$ cat config.mk
export PLATFORM = sky130hd
export DESIGN_NAME = enet_ddr_arbiter
export DESIGN_NICKNAME = d
export VERILOG_FILES = /design/src/rtl/enet_ddr_arb_pkg.sv /design/src/rtl/enet_arb_tag_fifo.sv /design/src/rtl/enet_ddr_arbiter.sv
export SDC_FILE = /design/constraint.sdc
export NUM_CORES = 1
export LEC_CHECK = 0
export CAP_MARGIN = 20
export CORE_AREA = 2 2 729 731
export CTS_CLUSTER_DIAMETER = 120
export DETAILED_ROUTE_END_ITERATION = 10
export DIE_AREA = 0 0 731 733
export HOLD_SLACK_MARGIN = 0.12
export PLACE_DENSITY = 0.3
export SLEW_MARGIN = 15
export SYNTH_ARGS = -nofsm -noshare
export SYNTH_HDL_FRONTEND = slang
export SYNTH_SLANG_ARGS = --single-unit
$ cat constraint.sdc
create_clock -name i_clk -period 3.8 [get_ports i_clk]
set_input_delay 0.95 -clock i_clk [delete_from_list [all_inputs] [get_ports i_clk]]
set_output_delay 0.95 -clock i_clk [all_outputs]
set_load 0.01 [all_outputs]
$ cat src/rtl/enet_ddr_arb_pkg.sv
// Shared types for the ethernet/host DDR arbiter: FSM state encoding and port ids.
package enet_ddr_arb_pkg;

   typedef enum logic [1:0] {
      IDLE = 2'd0,
      WR   = 2'd1,
      RD   = 2'd2
   } arb_state_e;

   localparam logic P0 = 1'b0;
   localparam logic P1 = 1'b1;

endpackage

$ cat src/rtl/enet_arb_tag_fifo.sv
// Read-tag FIFO: remembers which port issued each outstanding DDR read, in issue order.
module enet_arb_tag_fifo #(
   parameter int DEPTH = 16
) (
   input  logic                     i_clk,
   input  logic                     i_rst,
   input  logic                     i_push,
   input  logic                     i_push_id,
   input  logic                     i_pop,
   output logic                     o_head,
   output logic                     o_full,
   output logic                     o_empty,
   output logic [$clog2(DEPTH):0]   o_count
);

   localparam int AW = $clog2(DEPTH);
   localparam logic [AW:0] FULL_CNT = (AW+1)'(DEPTH);

   logic [DEPTH-1:0] mem_q, mem_d;
   logic [AW-1:0]    wr_ptr_q, wr_ptr_d;
   logic [AW-1:0]    rd_ptr_q, rd_ptr_d;
   logic [AW:0]      count_q, count_d;
   logic             do_push, do_pop;

   assign o_full  = (count_q == FULL_CNT);
   assign o_empty = (count_q == '0);
   assign o_head  = mem_q[rd_ptr_q];
   assign o_count = count_q;

   // NOTE: every variable gets a default at the top of always_comb so no path leaves it unassigned (no latch).
   always_comb begin
      mem_d    = mem_q;
      wr_ptr_d = wr_ptr_q;
      rd_ptr_d = rd_ptr_q;
      do_push  = i_push & ~o_full;
      do_pop   = i_pop & ~o_empty;
      if (do_push) begin
         mem_d[wr_ptr_q] = i_push_id;
         wr_ptr_d        = wr_ptr_q + 1'b1;
      end
      if (do_pop) begin
         rd_ptr_d = rd_ptr_q + 1'b1;
      end
      count_d = count_q + {{AW{1'b0}}, do_push} - {{AW{1'b0}}, do_pop};
   end

   // NOTE: sequential state is written with <= so all flops update together from pre-edge values.
   always_ff @(posedge i_clk) begin
      if (i_rst) begin
         wr_ptr_q <= '0;
         rd_ptr_q <= '0;
         count_q  <= '0;
      end else begin
         wr_ptr_q <= wr_ptr_d;
         rd_ptr_q <= rd_ptr_d;
         count_q  <= count_d;
      end
   end

   // NOTE: tag storage is not reset; the count masks stale entries, so only pointers need clearing.
   always_ff @(posedge i_clk) begin
      mem_q <= mem_d;
   end

endmodule

$ cat src/rtl/enet_ddr_arbiter.sv
// Round-robin arbiter sharing one DDR controller user port between ethernet DMA (port 0)
// and host logic (port 1); returning read data is steered by the tag FIFO.
module enet_ddr_arbiter
   import enet_ddr_arb_pkg::*;
#(
   parameter int ADDR_W    = 32,
   parameter int DATA_W    = 256,
   parameter int TAG_DEPTH = 16
) (
   input  logic                        i_clk,
   input  logic                        i_rst,
   input  logic                        i_p0_wr_req,
   input  logic                        i_p0_rd_req,
   input  logic [DATA_W-1:0]           i_p0_wr_data,
   input  logic [DATA_W/8-1:0]         i_p0_wr_be,
   input  logic [ADDR_W-1:0]           i_p0_wr_addr,
   input  logic [ADDR_W-1:0]           i_p0_rd_addr,
   output logic                        o_p0_wr_ack,
   output logic                        o_p0_rd_ack,
   output logic [DATA_W-1:0]           o_p0_rd_data,
   output logic                        o_p0_rd_data_valid,
   input  logic                        i_p1_wr_req,
   input  logic                        i_p1_rd_req,
   input  logic [DATA_W-1:0]           i_p1_wr_data,
   input  logic [DATA_W/8-1:0]         i_p1_wr_be,
   input  logic [ADDR_W-1:0]           i_p1_wr_addr,
   input  logic [ADDR_W-1:0]           i_p1_rd_addr,
   output logic                        o_p1_wr_ack,
   output logic                        o_p1_rd_ack,
   output logic [DATA_W-1:0]           o_p1_rd_data,
   output logic                        o_p1_rd_data_valid,
   output logic                        o_ddr_wr_req,
   output logic                        o_ddr_rd_req,
   output logic [DATA_W-1:0]           o_ddr_wr_data,
   output logic [DATA_W/8-1:0]         o_ddr_wr_be,
   output logic [ADDR_W-1:0]           o_ddr_wr_addr,
   output logic [ADDR_W-1:0]           o_ddr_rd_addr,
   input  logic                        i_ddr_wr_ack,
   input  logic                        i_ddr_rd_ack,
   input  logic [DATA_W-1:0]           i_ddr_rd_data,
   input  logic                        i_ddr_rd_data_valid,
   output logic [$clog2(TAG_DEPTH):0]  o_outstanding
);

   arb_state_e            state_q, state_d;
   logic                  grant_q, grant_d;
   logic                  rr_q, rr_d;
   logic                  wr_req_q, wr_req_d;
   logic                  rd_req_q, rd_req_d;
   logic [DATA_W-1:0]     wr_data_q, wr_data_d;
   logic [DATA_W/8-1:0]   wr_be_q, wr_be_d;
   logic [ADDR_W-1:0]     wr_addr_q, wr_addr_d;
   logic [ADDR_W-1:0]     rd_addr_q, rd_addr_d;

   logic                  fifo_full, fifo_empty, fifo_head;
   logic                  p0_elig, p1_elig, sel;
   logic                  wr_done, rd_done, rd_valid;

   assign wr_done  = i_ddr_wr_ack & (state_q == WR);
   assign rd_done  = i_ddr_rd_ack & (state_q == RD);
   assign rd_valid = i_ddr_rd_data_valid & ~fifo_empty;

   always_comb begin
      state_d   = state_q;
      grant_d   = grant_q;
      rr_d      = rr_q;
      wr_req_d  = wr_req_q;
      rd_req_d  = rd_req_q;
      wr_data_d = wr_data_q;
      wr_be_d   = wr_be_q;
      wr_addr_d = wr_addr_q;
      rd_addr_d = rd_addr_q;

      p0_elig = i_p0_wr_req | (i_p0_rd_req & ~fifo_full);
      p1_elig = i_p1_wr_req | (i_p1_rd_req & ~fifo_full);
      // rr_q holds the last granted port; the other one wins a tie.
      sel = P0;
      if (p0_elig & p1_elig) begin
         sel = (rr_q == P0) ? P1 : P0;
      end else if (p1_elig) begin
         sel = P1;
      end

      case (state_q)
         IDLE: begin
            if (p0_elig | p1_elig) begin
               grant_d = sel;
               if ((sel == P1) ? i_p1_wr_req : i_p0_wr_req) begin
                  state_d   = WR;
                  wr_req_d  = 1'b1;
                  wr_data_d = (sel == P1) ? i_p1_wr_data : i_p0_wr_data;
                  wr_be_d   = (sel == P1) ? i_p1_wr_be   : i_p0_wr_be;
                  wr_addr_d = (sel == P1) ? i_p1_wr_addr : i_p0_wr_addr;
               end else begin
                  state_d   = RD;
                  rd_req_d  = 1'b1;
                  rd_addr_d = (sel == P1) ? i_p1_rd_addr : i_p0_rd_addr;
               end
            end
         end
         WR: begin
            if (i_ddr_wr_ack) begin
               state_d  = IDLE;
               wr_req_d = 1'b0;
               rr_d     = grant_q;
            end
         end
         RD: begin
            if (i_ddr_rd_ack) begin
               state_d  = IDLE;
               rd_req_d = 1'b0;
               rr_d     = grant_q;
            end
         end
         default: begin
            state_d  = IDLE;
            wr_req_d = 1'b0;
            rd_req_d = 1'b0;
         end
      endcase
   end

   always_ff @(posedge i_clk) begin
      if (i_rst) begin
         state_q   <= IDLE;
         grant_q   <= P0;
         rr_q      <= P0;
         wr_req_q  <= 1'b0;
         rd_req_q  <= 1'b0;
         wr_data_q <= '0;
         wr_be_q   <= '0;
         wr_addr_q <= '0;
         rd_addr_q <= '0;
      end else begin
         state_q   <= state_d;
         grant_q   <= grant_d;
         rr_q      <= rr_d;
         wr_req_q  <= wr_req_d;
         rd_req_q  <= rd_req_d;
         wr_data_q <= wr_data_d;
         wr_be_q   <= wr_be_d;
         wr_addr_q <= wr_addr_d;
         rd_addr_q <= rd_addr_d;
      end
   end

   enet_arb_tag_fifo #(
      .DEPTH (TAG_DEPTH)
   ) u_tag_fifo (
      .i_clk     (i_clk),
      .i_rst     (i_rst),
      .i_push    (rd_done),
      .i_push_id (grant_q),
      .i_pop     (i_ddr_rd_data_valid),
      .o_head    (fifo_head),
      .o_full    (fifo_full),
      .o_empty   (fifo_empty),
      .o_count   (o_outstanding)
   );

   // Acks are suppressed for a requester that abandoned its request mid-transaction.
   assign o_p0_wr_ack = wr_done & (grant_q == P0) & i_p0_wr_req;
   assign o_p1_wr_ack = wr_done & (grant_q == P1) & i_p1_wr_req;
   assign o_p0_rd_ack = rd_done & (grant_q == P0) & i_p0_rd_req;
   assign o_p1_rd_ack = rd_done & (grant_q == P1) & i_p1_rd_req;

   assign o_p0_rd_data       = i_ddr_rd_data;
   assign o_p1_rd_data       = i_ddr_rd_data;
   assign o_p0_rd_data_valid = rd_valid & (fifo_head == P0);
   assign o_p1_rd_data_valid = rd_valid & (fifo_head == P1);

   assign o_ddr_wr_req  = wr_req_q;
   assign o_ddr_rd_req  = rd_req_q;
   assign o_ddr_wr_data = wr_data_q;
   assign o_ddr_wr_be   = wr_be_q;
   assign o_ddr_wr_addr = wr_addr_q;
   assign o_ddr_rd_addr = rd_addr_q;

endmodule

Word-level counts from Yosys, hierarchy flattened
Index checks and enable logic that the tools add are counted.

word-level totals
  bits in registers = 387
  input bits = 969
  output and inout bits = 877

cells by class
  mux-type cells = 29
  $lt $le $gt $ge = 3
  eq/ne operators = 8
  add/subtract/negate cells = 4
  bitwise logic cells = 27
  reductions and logical operators = 11

operators by type and width
  kind                                                                   number
  256-bit 2-to-1 mux                                                     1
  32-bit 2-to-1 mux                                                      3
  1-bit bitwise AND                                                      17
  16-bit bitwise mux                                                     1
  1-bit 2-to-1 mux                                                       14
  3-bit AND reduction                                                    4
  4-bit by 5-bit < comparator with 1-bit output, second input constant   2
  2-bit != test, second input constant                                   5
  4-bit by 1-bit adder with 4-bit output, second input constant          2
  2-bit 2-to-1 mux                                                       4
  4-bit AND reduction                                                    2
  1-bit NOT                                                              7
  1-bit one-hot mux with 3 select lines                                  2
  2-bit one-hot mux with 3 select lines                                  1
  5-bit by 1-bit adder with 5-bit output                                 1
  5-bit equality test, second input constant                             1
  5-bit zero test                                                        1
  5-bit by 1-bit subtractor with 5-bit output                            1
  1-bit binary-select mux with 4-bit select                              1
  1-bit demux with 4-bit select                                          1
  4-bit by 1-bit >= comparator with 1-bit output, second input constant  1
  1-bit bitwise OR                                                       3
  2-bit by 1-bit equality test with 1-bit output, second input constant  1
  2-bit equality test, second input constant                             1
  other kinds (5)                                                        5

Longest topological paths before layout
Gate-level depths: netlist of the first run.

  depth in word-level cells = 10
  mapped depth = 13
  mapped depth without buffers = 13

Hierarchy
A second synthesis of the first run with hierarchy kept.

unflattened totals
  cell total of the unflattened synthesis = 2737
  area, all modules = 22303.9 sq um

modules (own cells, without submodules)
  module             cells an instance  seq. area each (sq um)  instances  area an instance (sq um)
  enet_ddr_arbiter   2606               7166.9                  1          20846.2
  enet_arb_tag_fifo  131                740.7                   1          1457.6

Least setup slack after synthesis of the first run
Ideal clock, no wire load.

  kind = input -> register
  start point = input port i_ddr_rd_data_valid
  end point = register u_tag_fifo.count_q[4], in the netlist u_tag_fifo.o_count[4]
  setup time = 0.132 ns
  buffers on the path = 0
  setup slack = 0.988 ns
  arrival time = 2.680 ns
  stages on the path = 12
  required time = 3.668 ns
  cell sequence = inv_1 -> a31oi_1 -> ha_1 -> inv_1 -> ha_1 -> inv_1 -> fa_1 -> inv_1 -> a21oi_1 -> nor2_1 -> or3_1 -> a21oi_1

between the ends
  longest elaborated chain between the ends = 2

RTL lines
  item                                         line                     text
  start: declaration                           enet_ddr_arbiter.sv:41   input logic i_ddr_rd_data_valid,
  1-bit bitwise AND                            n/a
  net rd_valid                                 enet_ddr_arbiter.sv:57   logic wr_done, rd_done, rd_valid;
  5-bit by 1-bit subtractor with 5-bit output  enet_arb_tag_fifo.sv:44  count_d = count_q + {{AW{1'b0}}, do_push} - {{AW{1'b0}}, do_pop};
  end signal: assignment                       enet_arb_tag_fifo.sv:56  count_q <= count_d;
  end: declaration                             enet_arb_tag_fifo.sv:22  logic [AW:0] count_q, count_d;

The timed path passes the listed nets, and every way through them passes these cells.
A chain may end at the register's enable or synchronous reset.

Final worst setup path of the first run
  start point = register u_tag_fifo.rd_ptr_q[0]
  end point = output port o_p0_rd_data_valid

between the ends
  longest elaborated chain between the ends = 4

RTL lines
  item                                       line                     text
  start: declaration                         enet_arb_tag_fifo.sv:21  logic [AW-1:0] rd_ptr_q, rd_ptr_d;
  start signal: assignment                   enet_arb_tag_fifo.sv:55  rd_ptr_q <= rd_ptr_d;
  1-bit binary-select mux with 4-bit select  enet_arb_tag_fifo.sv:27  assign o_head = mem_q[rd_ptr_q];
  1-bit 2-to-1 mux (implied by the code)     enet_arb_tag_fifo.sv:27
  1-bit NOT                                  enet_ddr_arbiter.sv:169  assign o_p0_rd_data_valid = rd_valid & (fifo_head == P0);
  1-bit bitwise AND                          enet_ddr_arbiter.sv:169
  end: declaration                           enet_ddr_arbiter.sv:21   output logic o_p0_rd_data_valid,

No other way between the ends. The select of a mux whose other input is x is not followed.

==> impl_metrics.yaml, run 1 <==
grt:
  met1_usage: 0.08188
  grt_busiest_layer: "met2"
  grt_max_degree: 82
  use_met3: 0.1188
  overflow: 0
  grt_usage: 0.1160
  antenna_found_initial: 111
  grt_pass1_wl_um: 375000
  grt_pass1_vias: 22170
  met2_usage: 0.2012
critical_path:
  crit_path_top_delay_cell: "mux4_2"
  arrival_ns: 2.66
  worstPathRequired_ns: 2.85
  r2r_cells: 9
  crit_fanout: 7
  path_depth: 4
  max_stage_delay_ns: 0.53
  cp-start-kind: "flip-flop"
  path_delay_family: "multiplexers"
  path_class: "flip-flop to output pin"
  crit_chain: "mux4_2, mux4_2, nor2b_1, dlygate4sd2_1"
  r2r-start: "u_tag_fifo.o_count[2]$_SDFF_PP0_"
  crit_start: "u_tag_fifo.rd_ptr_q[0]$_SDFFE_PP0P_"
  end_kind: "output pin"
  path_common_cell: "mux4_2"
  worst-path-buf-inv: 1
placement:
  dpl.hpwl_um: 289700
  portBuffers: 1077
  place_ws_ns: 0.1611
  gp_congestion: 0.8896
synth:
  synth_top_cells_by_area: "dfxtp_1 36%, buf_4 19%, a311oi_1 15%"
  synthDistinctLibCells: 40
  yosysWarnings: 0
  synth_top_cell_by_area: "dfxtp_1"
  syn-cell-area_um2: 20600
  syn_area_per_cell_um2: 7.795
  yosysSeqAreaShare: 0.3838
  yosys.area.top_type_share: 0.3605
  synth_seq_cells: 387
  synth.net_count: 3624
  synth_cells: 2643
clocking:
  clock_sinks: 387
  cts_buffers: 71
  cts_max_level: 3
  cts_root_buffer: "clkbuf_16"
  cts_max_path_buffers: 4
  cts_tree: "done"
  cts_setup_buffers: 0
  insertion_delay_ns: 0.80
  path_clk_slew_ns: 0.05
worst_hold_path:
  hold_path_class: "flip-flop to flip-flop"
  hold_path_depth: 2
  worstHoldStart: "o_ddr_rd_addr[13]$_SDFFE_PP0P_"
drt:
  via_count: 22300
  ant_nets: 0
  dr.pass1.iters: 4
  avgRoutedWirePerCell_um: 31.75
  drc: 0
  drt-total-wl_um: 324300
  drtIter0Drc: 1153
  viasPerCell: 2.183
timing:
  fmax_mhz: 276.7
  finalCritPeriodShare: 0.9510
  drv_slew: 0
  relSlewSlack: 0.2662
  fin_worst_skew_ns: 0.04538
  finalHoldViolCount: 0
  fin_ws_ns: 0.1862
  tightest_slew_ns: 1.097
  final.min_clock_period_ns: 3.614
  tns_ns: 0
  setup_viol: 0
  rsz0062_at_grt: "no"
die:
  die_x_um: 731
  io_pins: 1846
  die-area_um2: 535800
  rows: 267
  fp.dieH_um: 733
  start_util: 0.03905
  core_um2: 527500
finish:
  fillers: 61790
  multi_input_area_um2: 7924
  final-seq-area_um2: 7911
  fin_nets: 4126
  layout-drive-gt1-share: 0.06917
  synthToLayoutAreaGrowth_pct: 86.92
power:
  peakVddDrop_uv: 307.3
  pwr_density_cell_nw_per_um2: 522.3
  total_power_uw: 20110
  p_leak_uw: 0.01181
flow_run:
  cap_violations: 0
status:
  status: "finished, final reports clean"
-- worst register-to-register path, delay by kind of cell, from the launching register on --
kind | cells | cell delay [ns]
adder cells (fa/ha/maj) | 1 | 0.23
buffers and inverters | 3 | 0.83
AO/OA/AOI/OAI | 2 | 0.59
AND/OR/NAND/NOR | 3 | 0.71
flip-flops | 1 | 0.38
-- timing repair --
item,4_1_cts,5_1_grt
pin swaps,0,0
hold buffers,0,0
hold endpoints to repair,0,0
resized for setup,4,1
setup endpoints to repair,2,1
-- cell usage in the layout (no fill, tap or decap), drive strengths merged, types with 2 or more instances in the layout --
cell	count
clkinv	12
xor2	6
buf	104
nor2b	4
ha	11
o21ai	4
nand2	716
edfxtp	16
clkinvlp	4
clkbuf	98
nand3b	2
xnor2	3
a311oi	353
a31oi	2
bufinv	4
nand2b	2
nand4	2
diode	25
nor3	7
inv	18
dfxtp	371
clkdlybuf4s50	1037
nor2	385
mux4	5
a21oi	10
-- final timing paths --
path,endpoint,slack [ns]
max,o_p0_rd_data_valid,0.19
min,o_ddr_rd_addr[13]$_SDFFE_PP0P_,0.49
max reg2reg,o_ddr_wr_data[244]$_SDFFE_PP0P_,0.94
min reg2reg,o_ddr_rd_addr[13]$_SDFFE_PP0P_,0.49
-- layer usage --
metal / routed length (um) / up-vias
met1: 80470 / 10340
li1: - / 9517
met3: 71250 / 442
met2: 157200 / 1934
met5: 1207 / -
met4: 14200 / 68
-- area by class of cell --
class                           instances  area share
Antenna cell                           25    0.001625
Clock buffer                           98     0.05274
Clock inverter                         25    0.006791
Inverter                               13    0.001267
Multi-Input combinational cell       1529      0.2058
Sequential cell                       387      0.2055
Tap cell                             6994      0.2273
Timing Repair Buffer                 1143      0.2991
-- where the power goes --
| group | leakage [uW] | switching, uW | internal, uW |
|---|---|---|---|
| registers | 0.00322 | 617 | 4880 |
| logic | 0.00747 | 4840 | 3040 |
| clock network | 0.00112 | 2730 | 4000 |
-- cells in the mapped netlist, drive strengths merged --
master / instances
nand2: 716
buf: 617
nor2: 385
dfxtp: 371
a311oi: 353
clkbuf: 97
edfxtp: 16
inv: 13
ha: 11
a21oi: 10
nor3: 7
xor2: 6
mux4: 5
nor2b: 4
o21ai: 4
xnor2: 3
a31oi: 2
nand2b: 2
nand3b: 2
nand4: 2
a2111oi: 1
a21boi: 1
a21o: 1
and2: 1
and4bb: 1
fa: 1
mux2: 1
mux2i: 1
nand3: 1
nand4bb: 1
nor3b: 1
o211a: 1
o21bai: 1
o22ai: 1
o31ai: 1
or2: 1
or3: 1
-- per-stage QoR --
stage / cells / utilization / hold slack (ns) / cell area [um^2]
2_1_floorplan: 2643 / - / 0.4995 / 20600
3_3_place_gp: 10070 / 0.06853 / 0.4835 / 36150
3_5_place_dp: 10070 / 0.06853 / 0.4904 / 36150
4_1_cts: 10190 / 0.07288 / 0.4981 / 38440
5_1_grt: 10200 / 0.07294 / 0.5166 / 38480
6_report: 10210 / 0.07300 / 0.4929 / 38510
-- sequential cells by signal (all words and copies together), names as in the netlist --
name,flops
o_ddr_wr_be,32
rr_q,1
u_tag_fifo.wr_ptr_q,4
u_tag_fifo.rd_ptr_q,4
o_ddr_rd_req,1
u_tag_fifo.mem_q,16
o_ddr_rd_addr,32
o_ddr_wr_addr,32
o_ddr_wr_data,256
o_ddr_wr_req,1
state_q,2
u_tag_fifo.o_count,5
grant_q,1
-- kinds of logic (layout without fill, tap and decap cells) --
group | after synthesis | count (layout) | synth area share
AO/OA/AOI/OAI | 376 | 376 | 0.1571
XOR/XNOR | 9 | 9 | 0.003827
adder cells (fa/ha/maj) | 12 | 12 | 0.007653
buffers and inverters | 727 | 1279 | 0.2330
flip-flops | 387 | 387 | 0.3838
multiplexers | 7 | 7 | 0.006499
other | 0 | 25 | 0
AND/OR/NAND/NOR | 1125 | 1125 | 0.2081
Note: power is estimated with default switching activity, not from simulation.
==> run 2, diff against run 1 <==
Settings changed: GPL_TIMING_DRIVEN set to 1.
==> results of run 2 <==
Same layout as run 1: the final DEF is identical, and so are final timing and power.
==> run 3, diff against run 2 <==
Settings changed: RECOVER_POWER set to 25.
==> run 3 against run 2 <==
- hold slack unchanged
- first-iteration DRC count increased by 0.17%
- largest cell class unchanged
- highest routed layer unchanged
- sequential share of layout area about the same
- final area about the same
==> impl_metrics.yaml, run 3 (same netlist as run 1, synthesis figures left out) <==
placement:
  dp_cells: 10070
  gp_congestion: 0.8896
  dpl.hpwl_um: 289700
  portBuffers: 1077
drt:
  viasPerCell: 2.184
  drt-total-wl_um: 324300
  wl_met1_um: 80470
  highest_layer: "met5"
  dr.pass1.iters: 4
  drtIter0Drc: 1155
  wl_met2_um: 157200
  drc: 0
  avgRoutedWirePerCell_um: 31.75
  dr_wl_met3_um: 71260
  via_count: 22310
  ant_nets: 0
clocking:
  cts_root_buffer: "clkbuf_16"
  cts_buffers: 71
  cts.hold.buffers_added: 0
  cts_tree: "done"
  cts_max_level: 3
  path_clk_slew_ns: 0.05
  clock_sinks: 387
  insertion_delay_ns: 0.80
  cts_max_path_buffers: 4
timing:
  setup_viol: 0
  fmax_mhz: 276.7
  relSlewSlack: 0.2662
  fin_worst_skew_ns: 0.04538
  tightest_slew_ns: 1.097
  finalCritPeriodShare: 0.9512
  final.min_clock_period_ns: 3.615
  whs_ns: 0.4929
  tns_ns: 0
  rsz0062_at_grt: "no"
  finalHoldViolCount: 0
  drv_slew: 0
critical_path:
  r2r_end: "o_ddr_wr_data[244]$_SDFFE_PP0P_"
  arrival_ns: 2.66
  crit_fanout: 7
  r2r_slack_ns: 0.94
  end_kind: "output pin"
  cp-start-kind: "flip-flop"
  path_class: "flip-flop to output pin"
  r2r-start: "u_tag_fifo.o_count[2]$_SDFF_PP0_"
  r2r_cells: 9
  worstPathRequired_ns: 2.85
power:
  p_leak_uw: 0.01180
  peakVddDrop_uv: 307.3
  pwr_density_cell_nw_per_um2: 522.3
grt:
  grt_pass1_vias: 22170
  overflow: 0
  grt_pass1_wl_um: 375000
  antenna_found_initial: 111
  grt_usage: 0.1160
  grt_max_degree: 82
finish:
  fin_cells: 10210
  mostFrequentLayoutCell: "clkdlybuf4s50_1"
  fin_nets: 4126
  mostFrequentLayoutCells: "1037 x clkdlybuf4s50_1, 716 x nand2_1, 384 x nor2_1"
  fillers: 61800
  fin_util: 0.07299
  largest_reg_flops: 256
  synthToLayoutAreaGrowth_pct: 86.88
  layout-drive-gt1-share: 0.06854
flow_run:
  cap_violations: 0
status:
  status: "finished, final reports clean"
die:
  rows: 267
  io_pins: 1846
  die-area_um2: 535800
  start_util: 0.03905
  core_um2: 527500
  die_x_um: 731
  fp.dieH_um: 733
worst_hold_path:
  worstHoldStart: "o_ddr_rd_addr[13]$_SDFFE_PP0P_"
  hold_path_class: "flip-flop to flip-flop"
  hold_path_depth: 2
  holdPathEnd: "o_ddr_rd_addr[13]$_SDFFE_PP0P_"
## run 3: worst max-delay path, stage by stage (launching register included)
cell and delay [ns]:
dfxtp_4 0.42, mux4_2 0.53, mux4_2 0.52, nor2b_1 0.13
dlygate4sd2_1 0.29
## run 3: through the flow
stage | power, uW | instance area, um^2 | worst slack [ns]
after global routing | 21570 | 38470 | 0.02636
after global placement | 13990 | 36150 | 0.1694
after floorplan | 8763 | 20600 | 0.9878
after CTS | 21130 | 38440 | 0.01066
final | 20110 | 38500 | 0.1854
after detailed placement | 14000 | 36150 | 0.1611
## run 3: what timing repair did
item	CTS	global route
endpoints found under the hold margin	0	0
endpoints found under the setup margin	2	1
gates resized for setup	4	1
setup buffers	0	0
## run 3: worst max path at each step
stage,from,slack [ns],depth (start not counted),endpoint
6_report,u_tag_fifo.rd_ptr_q[0]$_SDFFE_PP0P_,0.19,4,o_p0_rd_data_valid
5_1_grt,u_tag_fifo.rd_ptr_q[0]$_SDFFE_PP0P_,0.03,4,o_p0_rd_data_valid
4_1_cts,u_tag_fifo.rd_ptr_q[0]$_SDFFE_PP0P_,0.01,4,o_p1_rd_data_valid
3_5_place_dp,i_ddr_rd_ack,0.16,4,o_p0_rd_ack
3_3_place_gp,i_ddr_rd_data_valid,0.17,13,u_tag_fifo.o_count[4]$_SDFF_PP0_
2_1_floorplan,i_ddr_rd_data_valid,0.99,12,u_tag_fifo.o_count[4]$_SDFF_PP0_
## run 3: where the power goes
group	leakage, uW	internal [uW]	switching (uW)
clock network	0.00112	4000	2730
registers	0.00322	4880	617
logic	0.00747	3030	4840
total	0.0118	11900	8190
## run 3: cell type report
cell class              count  area, um^2  area share
clock inverters            25       261.5    0.006792
inverters                  13       48.80    0.001267
multi-input cells        1529        7924      0.2058
repair buffers           1143       11510      0.2990
diodes                     25       62.56    0.001625
flip-flops and latches    387        7911      0.2055
well taps                6994        8751      0.2273
clock buffers              98        2031     0.05275
## run 3: routing by layer
layer / up-vias / GRT usage
met5: - / 0.01204
met3: 442 / 0.1188
met4: 68 / 0.04229
li1: 9517 / -
met2: 1938 / 0.2012
met1: 10340 / 0.08188
